$ cat src/rtl/fp52_pkg.sv
// Shared fp52 format constants and the packed operand type used by the MAC
// datapath and the result re-packer.
package fp52_pkg;

    localparam int unsigned RES_W    = 18;
    localparam int unsigned FRAC_W   = 12;
    localparam int unsigned MAN_W    = 5;
    localparam int unsigned EXP_W    = 2;
    localparam int unsigned EXP_BIAS = 1;
    localparam int unsigned EXP_MAX  = 3;
    localparam int unsigned MAN_MAX  = 31;
    localparam int unsigned MAG_W    = RES_W - 1;
    localparam int unsigned POS_W    = 5;

    typedef struct packed {
        logic             sign;
        logic [EXP_W-1:0] exp;
        logic [MAN_W-1:0] man;
        logic             denorm;
    } fp52_t;

endpackage

$ cat src/rtl/lzd17.sv
// Leading-one detector over the 17-bit magnitude: bit index of the highest set
// bit plus an all-zero flag.
module lzd17
    import fp52_pkg::*;
(
    input  logic [MAG_W-1:0] bits,
    output logic [POS_W-1:0] pos,
    output logic             zero
);

    // Ascending scan so the highest set bit is the last one written.
    always_comb begin
        pos = '0;
        for (int unsigned i = 0; i < MAG_W; i++) begin
            if (bits[i]) pos = POS_W'(i);
        end
    end

    assign zero = ~|bits;

endmodule

$ cat src/rtl/fp52_res_pack.sv
// Re-encodes the 18-bit signed fixed-point MAC result into fp52 fields through
// a 3-stage valid/ready pipeline: leading-one detect, align, RNE round/pack.
module fp52_res_pack
    import fp52_pkg::*;
(
    input  logic             clk,
    input  logic             rst,
    input  logic             in_valid,
    output logic             in_ready,
    input  logic [RES_W-1:0] in_res,
    output logic             out_valid,
    input  logic             out_ready,
    output logic             out_sign,
    output logic [EXP_W-1:0] out_exp,
    output logic [MAN_W-1:0] out_man,
    output logic             out_denorm,
    output logic             out_ovf,
    output logic             out_unf
);

    localparam int unsigned SUM_W  = MAN_W + 1;
    localparam int unsigned EXPR_W = EXP_W + 1;

    logic ld1, ld2, ld3;

    logic             s1_valid, s1_sign, s1_zero;
    logic [MAG_W-1:0] s1_mag;
    logic [POS_W-1:0] s1_pos;
    logic [POS_W-1:0] lzd_pos;
    logic             lzd_zero;

    logic             s2_valid, s2_sign, s2_zero, s2_sat, s2_guard, s2_sticky;
    logic [EXP_W-1:0] s2_exp;
    logic [MAN_W-1:0] s2_man;

    logic [POS_W-1:0] al_sh;
    logic [EXP_W-1:0] al_exp;
    logic [MAN_W-1:0] al_man;
    logic             al_guard, al_sticky, al_sat;

    logic              rnd_inc;
    logic [SUM_W-1:0]  rnd_sum;
    logic [EXPR_W-1:0] rnd_exp;
    fp52_t             pk_res, res_q;
    logic              pk_ovf, pk_unf;

    // Each stage advances when empty or when the stage downstream advances.
    assign ld3      = !out_valid || out_ready;
    assign ld2      = !s2_valid || ld3;
    assign ld1      = !s1_valid || ld2;
    assign in_ready = ld1;

    lzd17 u_lzd (
        .bits (in_res[MAG_W-1:0]),
        .pos  (lzd_pos),
        .zero (lzd_zero)
    );

    always_ff @(posedge clk or posedge rst) begin
        if (rst) begin
            s1_valid <= 1'b0;
            s1_sign  <= 1'b0;
            s1_zero  <= 1'b0;
            s1_mag   <= '0;
            s1_pos   <= '0;
        end else if (ld1) begin
            s1_valid <= in_valid;
            s1_sign  <= in_res[RES_W-1];
            s1_zero  <= lzd_zero;
            s1_mag   <= in_res[MAG_W-1:0];
            s1_pos   <= lzd_pos;
        end
    end

    // Align: denormals share the 2^0 window, normals shift by the leading-one position.
    always_comb begin
        al_sat = s1_pos > POS_W'(FRAC_W + EXP_MAX - EXP_BIAS);
        if (s1_pos < POS_W'(FRAC_W)) begin
            al_sh  = POS_W'(FRAC_W - MAN_W);
            al_exp = '0;
        end else begin
            al_sh  = s1_pos - POS_W'(MAN_W);
            al_exp = EXP_W'(s1_pos - POS_W'(FRAC_W - EXP_BIAS));
        end
        al_man    = MAN_W'(s1_mag >> al_sh);
        al_guard  = 1'(s1_mag >> (al_sh - POS_W'(1)));
        al_sticky = |(s1_mag & ((MAG_W'(1) << (al_sh - POS_W'(1))) - MAG_W'(1)));
    end

    always_ff @(posedge clk or posedge rst) begin
        if (rst) begin
            s2_valid  <= 1'b0;
            s2_sign   <= 1'b0;
            s2_zero   <= 1'b0;
            s2_sat    <= 1'b0;
            s2_exp    <= '0;
            s2_man    <= '0;
            s2_guard  <= 1'b0;
            s2_sticky <= 1'b0;
        end else if (ld2) begin
            s2_valid  <= s1_valid;
            s2_sign   <= s1_sign;
            s2_zero   <= s1_zero;
            s2_sat    <= al_sat;
            s2_exp    <= al_exp;
            s2_man    <= al_man;
            s2_guard  <= al_guard;
            s2_sticky <= al_sticky;
        end
    end

    // Mantissa carry lands in the exponent; a carry from 31 leaves man at 0.
    always_comb begin
        rnd_inc = s2_guard & (s2_sticky | s2_man[0]);
        rnd_sum = {1'b0, s2_man} + SUM_W'(rnd_inc);
        rnd_exp = {1'b0, s2_exp} + EXPR_W'(rnd_sum[MAN_W]);

        pk_res.sign   = s2_sign;
        pk_res.exp    = rnd_exp[EXP_W-1:0];
        pk_res.man    = rnd_sum[MAN_W-1:0];
        pk_res.denorm = (rnd_exp == '0);
        pk_ovf        = 1'b0;
        pk_unf        = (rnd_exp == '0) && (rnd_sum[MAN_W-1:0] == '0);

        if (s2_sat || rnd_exp > EXPR_W'(EXP_MAX)) begin
            pk_res.exp    = EXP_W'(EXP_MAX);
            pk_res.man    = MAN_W'(MAN_MAX);
            pk_res.denorm = 1'b0;
            pk_ovf        = 1'b1;
            pk_unf        = 1'b0;
        end else if (s2_zero) begin
            pk_res.exp    = '0;
            pk_res.man    = '0;
            pk_res.denorm = 1'b1;
            pk_unf        = 1'b0;
        end
    end

    always_ff @(posedge clk or posedge rst) begin
        if (rst) begin
            out_valid <= 1'b0;
            res_q     <= '0;
            out_ovf   <= 1'b0;
            out_unf   <= 1'b0;
        end else if (ld3) begin
            out_valid <= s2_valid;
            res_q     <= pk_res;
            out_ovf   <= pk_ovf;
            out_unf   <= pk_unf;
        end
    end

    assign out_sign   = res_q.sign;
    assign out_exp    = res_q.exp;
    assign out_man    = res_q.man;
    assign out_denorm = res_q.denorm;

endmodule

$ cat config.mk
export PLATFORM = sky130hd
export DESIGN_NAME = fp52_res_pack
export DESIGN_NICKNAME = d
export VERILOG_FILES = /design/src/rtl/fp52_pkg.sv /design/src/rtl/lzd17.sv /design/src/rtl/fp52_res_pack.sv
export SDC_FILE = /design/constraint.sdc
export NUM_CORES = 1
export LEC_CHECK = 0
export CORE_MARGIN = 2
export CORE_UTILIZATION = 55
export DETAILED_ROUTE_END_ITERATION = 16
export HOLD_SLACK_MARGIN = 0.03
export PLACE_DENSITY = 0.77
export SLEW_MARGIN = 20
export SYNTH_ARGS = -nofsm -noshare
export SYNTH_HDL_FRONTEND = slang
export SYNTH_SLANG_ARGS = --single-unit
$ cat constraint.sdc
create_clock -name clk -period 4.21 [get_ports clk]
set_clock_uncertainty 0.15 [all_clocks]
set_input_delay 0.6315 -clock clk [delete_from_list [all_inputs] [get_ports clk]]
set_output_delay 0.6315 -clock clk [all_outputs]
set_load 0.02 [all_outputs]
==> run metrics, run 1 <==
Num Clock Sinks=between 40 and 50; syn_nets=452; R2R depth=14; met2 WL=approximately 4300 microns; layout cells sized above 1=0.121; Post-synth EDFFs=0; Clock Latency Late Sink=approximately 0.31 ns; Placed Instances=~530; Post-Layout Cell Count=between 500 and 600; CTS tree=done; Fin. Hold Viols=0; VDD IR max=roughly 250 uV; PostCTS Resize Cnt=0; post-synth top area cell=dfrtp_1; kind of end point of the critical path=register; setup bufs post-CTS=0; max-cap viol count=0; Endpoint, Worst Hold=s2_valid; metal1 wirelength=approximately 4200 microns; warnings from Yosys=0; DR WL met3=670 microns; CTS H-tree depth=2; Starting Density=0.575; Top Layer Used=met4; Die Y=about 86 microns; DIE AREA=approximately 0.0074 sq mm; Syn Inst Count=422; fmax=around 270 MHz; residual DRC count=0; routed len/inst=17.7 microns; Slew headroom=0.454; worst-path fanout max=8; # hold bufs at CTS=0; Mapped Area=about 0.0037 sq mm; largest net degree at the start of global routing=50; Post-Route Setup TNS=0 ns; Distinct cells, synth=between 60 and 70; critical path arrival=between 3 and 4 ns; Crit path required time=about 4.3 ns; first-pass GRT wire length=16000 microns; fin crit share=0.895; area grow syn2layout=14.2%; starting DRC count in detailed routing=357; post-synth top area share=0.332; initial antenna violation count=0; total gr overflow=0; syn avg cell area=8.75 sq um; Pins Over Slew Limit=0; status=complete, no violations; Worst Hold Class=register to register; overall die width=~86 microns; root buf cell=clkbuf_8; synthesis-stage register bit count=49; commonest non-fill, non-tap cell in the layout=nand2_1; Core ar.=about 0.0064 sq mm; top cells by area, synth=dfrtp_1 (33%), mux4_2 (9.1%), nand2_1 (8.7%), nor2_1 (3.5%), ha_1 (2.7%); top_reg_cell synth=dfrtp_1; async set or reset register ratio after synthesis=1.00; hold_sp=s1_valid; Routed WL=9430 microns; IO Count=35; CTS Buf Count=5; Reg-to-Reg End=s2_sticky; Power, Total=0.00178 W; sequential fraction of the synthesis area=0.332; RSZ-0062 raised after global routing=no; Crit Path Class=register to register; site row count=29; Longest Clk Path Bufs=2; RR Startpoint=s1_pos[1]; via count=between 3k and 4k; vias in the first global route=approximately 3.3k; number of port buffers=34; HPWL after detailed placement=approximately 7200 microns; hold path cells=1; nets=485; min Tclk post-route=3.77 ns; pwr/cell area=~420 mW/mm^2; most frequent cells in the layout=nand2_1 (86), dfrtp_1 (49), nor2_1 (34), clkdlybuf4s50_1 (34), o21ai_0 (19); total track usage=0.275; final setup fails=0; P_leak=around 1.8 nW; Clock transition at path regs=about 0.10 ns; DRT antenna net count=0; antenna cells=0; critical path launch point type=register; setup slack, reg-to-reg=roughly 0.44 ns; Worst Tran Pin Value=0.817 ns; placer's final routability congestion estimate=~0.95; Vias/cell=roughly 6.3; DRT Pass-1 Iters=5
cell families (layout without fill, tap and decap cells):
kind of cell    after synthesis  count (layout)  share of synthesized area
buf+inv                      37              71                     0.0451
xor+xnor                     10              10                     0.0288
compound gates              105             105                      0.203
flops                        49              49                      0.332
other cells                   1               1                    0.00102
mux                          29              29                      0.139
simple gates                183             183                      0.224
fa+ha+maj                     8               8                     0.0271
flip-flops by register name, indices dropped and copies added, names as in the netlist, 2 cells and up:
signal	flops
out_exp	2
s2_exp	2
s1_pos	4
s2_man	5
s1_mag	17
out_man	5
Yosys cell counts (3+ instances only):
library cell / instances
a22o_1: 3
nand2b_1: 13
ha_1: 8
clkbuf_1: 15
nand4_1: 3
nor4_1: 4
o21a_1: 4
or2_2: 3
dfrtp_1: 49
o21ai_0: 19
buf_4: 5
o21ai_1: 4
o21bai_1: 4
a32o_1: 3
xor2_1: 4
mux2_2: 3
a211oi_1: 7
a21oi_1: 16
inv_1: 12
and2_1: 4
o211ai_1: 5
mux2i_1: 8
nor2b_1: 3
mux4_2: 15
o31ai_1: 5
xnor2_1: 5
nand2_1: 86
and3_1: 3
a31oi_1: 10
nor2_1: 34
nor3_1: 9
nand3_1: 15
metrics by stage:
step / worst slack, ns / hold slack [ns] / cell area, sq um / utilization
finish: 0.443 / 0.324 / 4220 / 0.656
global route: 0.128 / 0.349 / 4220 / 0.656
CTS: 0.488 / 0.323 / 4210 / 0.656
detailed placement: 0.486 / 0.301 / 4120 / 0.642
global placement: 0.685 / 0.290 / 4120 / 0.642
floorplan: 0.465 / 0.276 / 3690 / -
per-layer routing:
metal  vias up  global-route usage
met2       161               0.436
met1      1563               0.387
met5         -                   0
met3        21              0.0443
met4         0              0.0851
li1       1608                   -
how the worst max path moves through the flow:
| stage | from | to | slack, ns | cells past startpoint |
|---|---|---|---|---|
| after global placement | s1_pos[1] | s2_sticky | 0.69 | 14 |
| after global routing | s1_pos[1] | s2_sticky | 0.13 | 15 |
| final | s1_pos[1] | s2_sticky | 0.44 | 14 |
| after detailed placement | s1_pos[1] | s2_sticky | 0.49 | 14 |
| after CTS | s1_pos[1] | s2_sticky | 0.49 | 14 |
| after floorplan | s1_pos[0] | s2_sticky | 0.46 | 13 |
critical path, cell delays in order, from the launching register on:
cell and delay [ns]:
dfrtp_1 0.47, inv_1 0.08, ha_1 0.32, nor2b_1 0.41
a21oi_1 0.20, a21oi_4 0.31, nand2_1 0.12, ha_1 0.21
inv_1 0.13, a31oi_1 0.08, a21boi_0 0.18, a32o_1 0.30
a32oi_1 0.19, nand4_1 0.14, o32a_1 0.37
cell type report:
| cell class | instances | area [sq um] |
|---|---|---|
| clock buffers | 5 | 68.8 |
| clock inverters | 3 | 21.3 |
| fillers | 549 | 2210 |
| inverters | 15 | 57.6 |
| multi-input cells | 336 | 2300 |
| flip-flops and latches | 49 | 1230 |
| well taps | 77 | 96.3 |
| repair buffers | 48 | 445 |
power breakdown:
group / internal, W / total, W / switching (W)
Sequential: 0.000558 / 0.000644 / 0.0000853
Clock: 0.000118 / 0.000282 / 0.000164
Combinational: 0.000389 / 0.000852 / 0.000463
Note: power is estimated with default switching activity, not from simulation.
==> run 2, diff against run 1 <==
--- a/config.mk
+++ b/config.mk
@@ -5,7 +5,7 @@
 export SDC_FILE = /design/constraint.sdc
 export NUM_CORES = 1
 export LEC_CHECK = 0
-export CORE_MARGIN = 2
+export CORE_MARGIN = 3
 export CORE_UTILIZATION = 55
 export DETAILED_ROUTE_END_ITERATION = 16
 export HOLD_SLACK_MARGIN = 0.03
==> constraint.sdc (replaced) <==
create_clock -name clk -period 4.7 [get_ports clk]
set_clock_uncertainty 0.15 [all_clocks]
set_input_delay 0.705 -clock clk [delete_from_list [all_inputs] [get_ports clk]]
set_output_delay 0.705 -clock clk [all_outputs]
set_load 0.02 [all_outputs]
==> run metrics, run 2 (same netlist as run 1, synthesis figures left out) <==
status=complete, no violations; site row count=29 (unchanged); fin crit share=0.841 (-0.0535); # hold bufs at CTS=0 (unchanged); largest net degree at the start of global routing=50 (unchanged); Crit Path Class=register to register; fin worst setup slack=0.746 ns (+0.303 ns); starting DRC count in detailed routing=378 (+5.9%); DRT antenna net count=0 (unchanged); Core ar.=0.00642 sq mm (unchanged); multi-input logic area=0.00230 sq mm (unchanged); VDD IR max=217 uV (-14%); R2R depth=14 (unchanged); DIE AREA=0.00773 sq mm (+4.7%); kind of end point of the critical path=register; worst hold slack=0.320 ns (-0.00426 ns); Clock transition at path regs=0.09 ns (about the same); number of port buffers=34 (unchanged); Design Area, Final=0.00418 sq mm (-0.80%); Worst Tran Pin Value=0.831 ns (+0.0136 ns); min Tclk post-route=3.95 ns (+0.187 ns); placer's final routability congestion estimate=0.942 (-0.42%); critical path arrival=4.00 ns (+0.19 ns); CTS tree=done; Num Clock Sinks=49 (unchanged); overall die width=87.9 microns (+2.3%); Post-Route Setup TNS=0 ns (unchanged); Reg-to-Reg End=s2_sticky; initial antenna violation count=0 (unchanged); routed len/inst=18.9 microns (+7.0%); Largest Register=s1_mag; pwr/cell area=380 mW/mm^2 (-9.8%); final setup fails=0 (unchanged); fmax=253 MHz (-4.7%); FF/Latch Area=0.00123 sq mm (unchanged); antenna cells=0 (unchanged); Slew headroom=0.445 (-0.00906); Power, Total=0.00159 W (-10%); max-cap viol count=0 (unchanged); IO Count=35 (unchanged); Post-Place Worst Slack=0.834 ns (+0.348 ns); Clock Latency Late Sink=0.30 ns (about the same); CP endpoint=s2_sticky; Vias/cell=6.50 (+3.3%); DRT Pass-1 Iters=5 (unchanged); via count=3439 (+2.6%); total track usage=0.275 (about the same); nets=481 (-0.82%); Routed WL=10000 microns (+6.2%); critical path launch point type=register; family with the most delay on the worst path=compound AO/OA/AOI/OAI gates; Worst Path Buf+Inv=2 (unchanged); Starting Density=0.575 (unchanged); RR Startpoint=s1_pos[0]; vias in the first global route=3206 (-2.1%); Die Y=87.9 microns (+2.3%); Pins Over Slew Limit=0 (unchanged); HPWL after detailed placement=7430 microns (+3.4%); residual DRC count=0 (unchanged); PostCTS Resize Cnt=0 (unchanged); setup bufs post-CTS=0 (unchanged); first-pass GRT wire length=16500 microns (+2.7%); fillcell total=553 (+0.73%); crit-path cells=inv_1 > ha_1 > nand2_1 > o22a_1 > a21oi_4 > nand2_1 > ha_1 > inv_1 > a31oi_1 > a21boi_0 > a32o_1 > a32oi_1 > nand4_1 > o32a_1; total gr overflow=0 (unchanged); P_leak=1.74 nW (-0.98%); max incr delay on CP=0.64 ns (+0.17 ns); slowest cell on the critical path=ha_1; Worst Hold Class=register to register; Post-DP Area=0.00409 sq mm (-0.73%); RSZ-0062 raised after global routing=no; Longest Clk Path Bufs=2 (unchanged); commonest non-fill, non-tap cell in the layout=nand2_1; max reg flops=17 (unchanged); most frequent cells in the layout=nand2_1 (86), dfrtp_1 (49), nor2_1 (34), clkdlybuf4s50_1 (34), o21ai_0 (19); Fin. Hold Viols=0 (unchanged); CTS H-tree depth=2 (unchanged); setup slack, reg-to-reg=0.75 ns (+0.30 ns); layout cells sized above 1=0.111 (-0.00999); worst-path fanout max=14 (+6); Crit path required time=4.74 ns (+0.48 ns); crit path launch=s1_pos[0]; critical path depth in cells=14 (unchanged); root buf cell=clkbuf_8; area grow syn2layout=13.2%; CTS Buf Count=5 (unchanged)
run 2: changes by cell type in the layout (fill, tap and decap cells not counted), sizes merged:
cell	change
buf	-4
clkbuf	+1
clkinvlp	-1
run 2: metrics by stage:
step | util | std cells
2_1_floorplan | - | 422
3_3_place_gp | 0.637 | 521
3_5_place_dp | 0.637 | 521
4_1_cts | 0.651 | 529
5_1_grt | 0.651 | 529
6_report | 0.651 | 529
run 2: power breakdown:
group | total, W | internal, W | switching (W)
logic | 0.000757 | 0.000344 | 0.000414
registers | 0.000585 | 0.000500 | 0.0000847
clock network | 0.000249 | 0.000106 | 0.000143
run 2: layer usage:
layer,routed length (microns),up-vias,share of wire,track usage
met1,4320,1639,0.43,0.382
met5,0,-,0,0
met2,4700,168,0.47,0.429
met4,197,0,0.020,0.0711
li1,-,1607,-,-
met3,797,25,0.080,0.0715
run 2: worst reg2reg max path, cell delays in order, from the launching register on:
cell and delay, ns:
dfrtp_1 0.37, inv_1 0.16, ha_1 0.64, nand2_1 0.28
o22a_1 0.27, a21oi_4 0.27, nand2_1 0.13, ha_1 0.22
inv_1 0.14, a31oi_1 0.07, a21boi_0 0.18, a32o_1 0.30
a32oi_1 0.19, nand4_1 0.12, o32a_1 0.35
run 2: layout make-up:
type,count,area share
timing repair buffer,44,0.0993
sequential,49,0.293
clock buffer,6,0.0174
clock inverter,2,0.00329
inverter,15,0.0138
tap,77,0.0230
multi-input combinational,336,0.550
run 2: worst min-delay path by stage:
| stage | start | end | cells past startpoint |
|---|---|---|---|
| 6_report | s1_valid | s2_valid | 1 |
| 5_1_grt | s2_sign | out_sign | 2 |
| 2_1_floorplan | s1_valid | s2_valid | 1 |
| 3_5_place_dp | s1_valid | s2_valid | 1 |
| 3_3_place_gp | s1_valid | s2_valid | 1 |
| 4_1_cts | s1_valid | s2_valid | 1 |
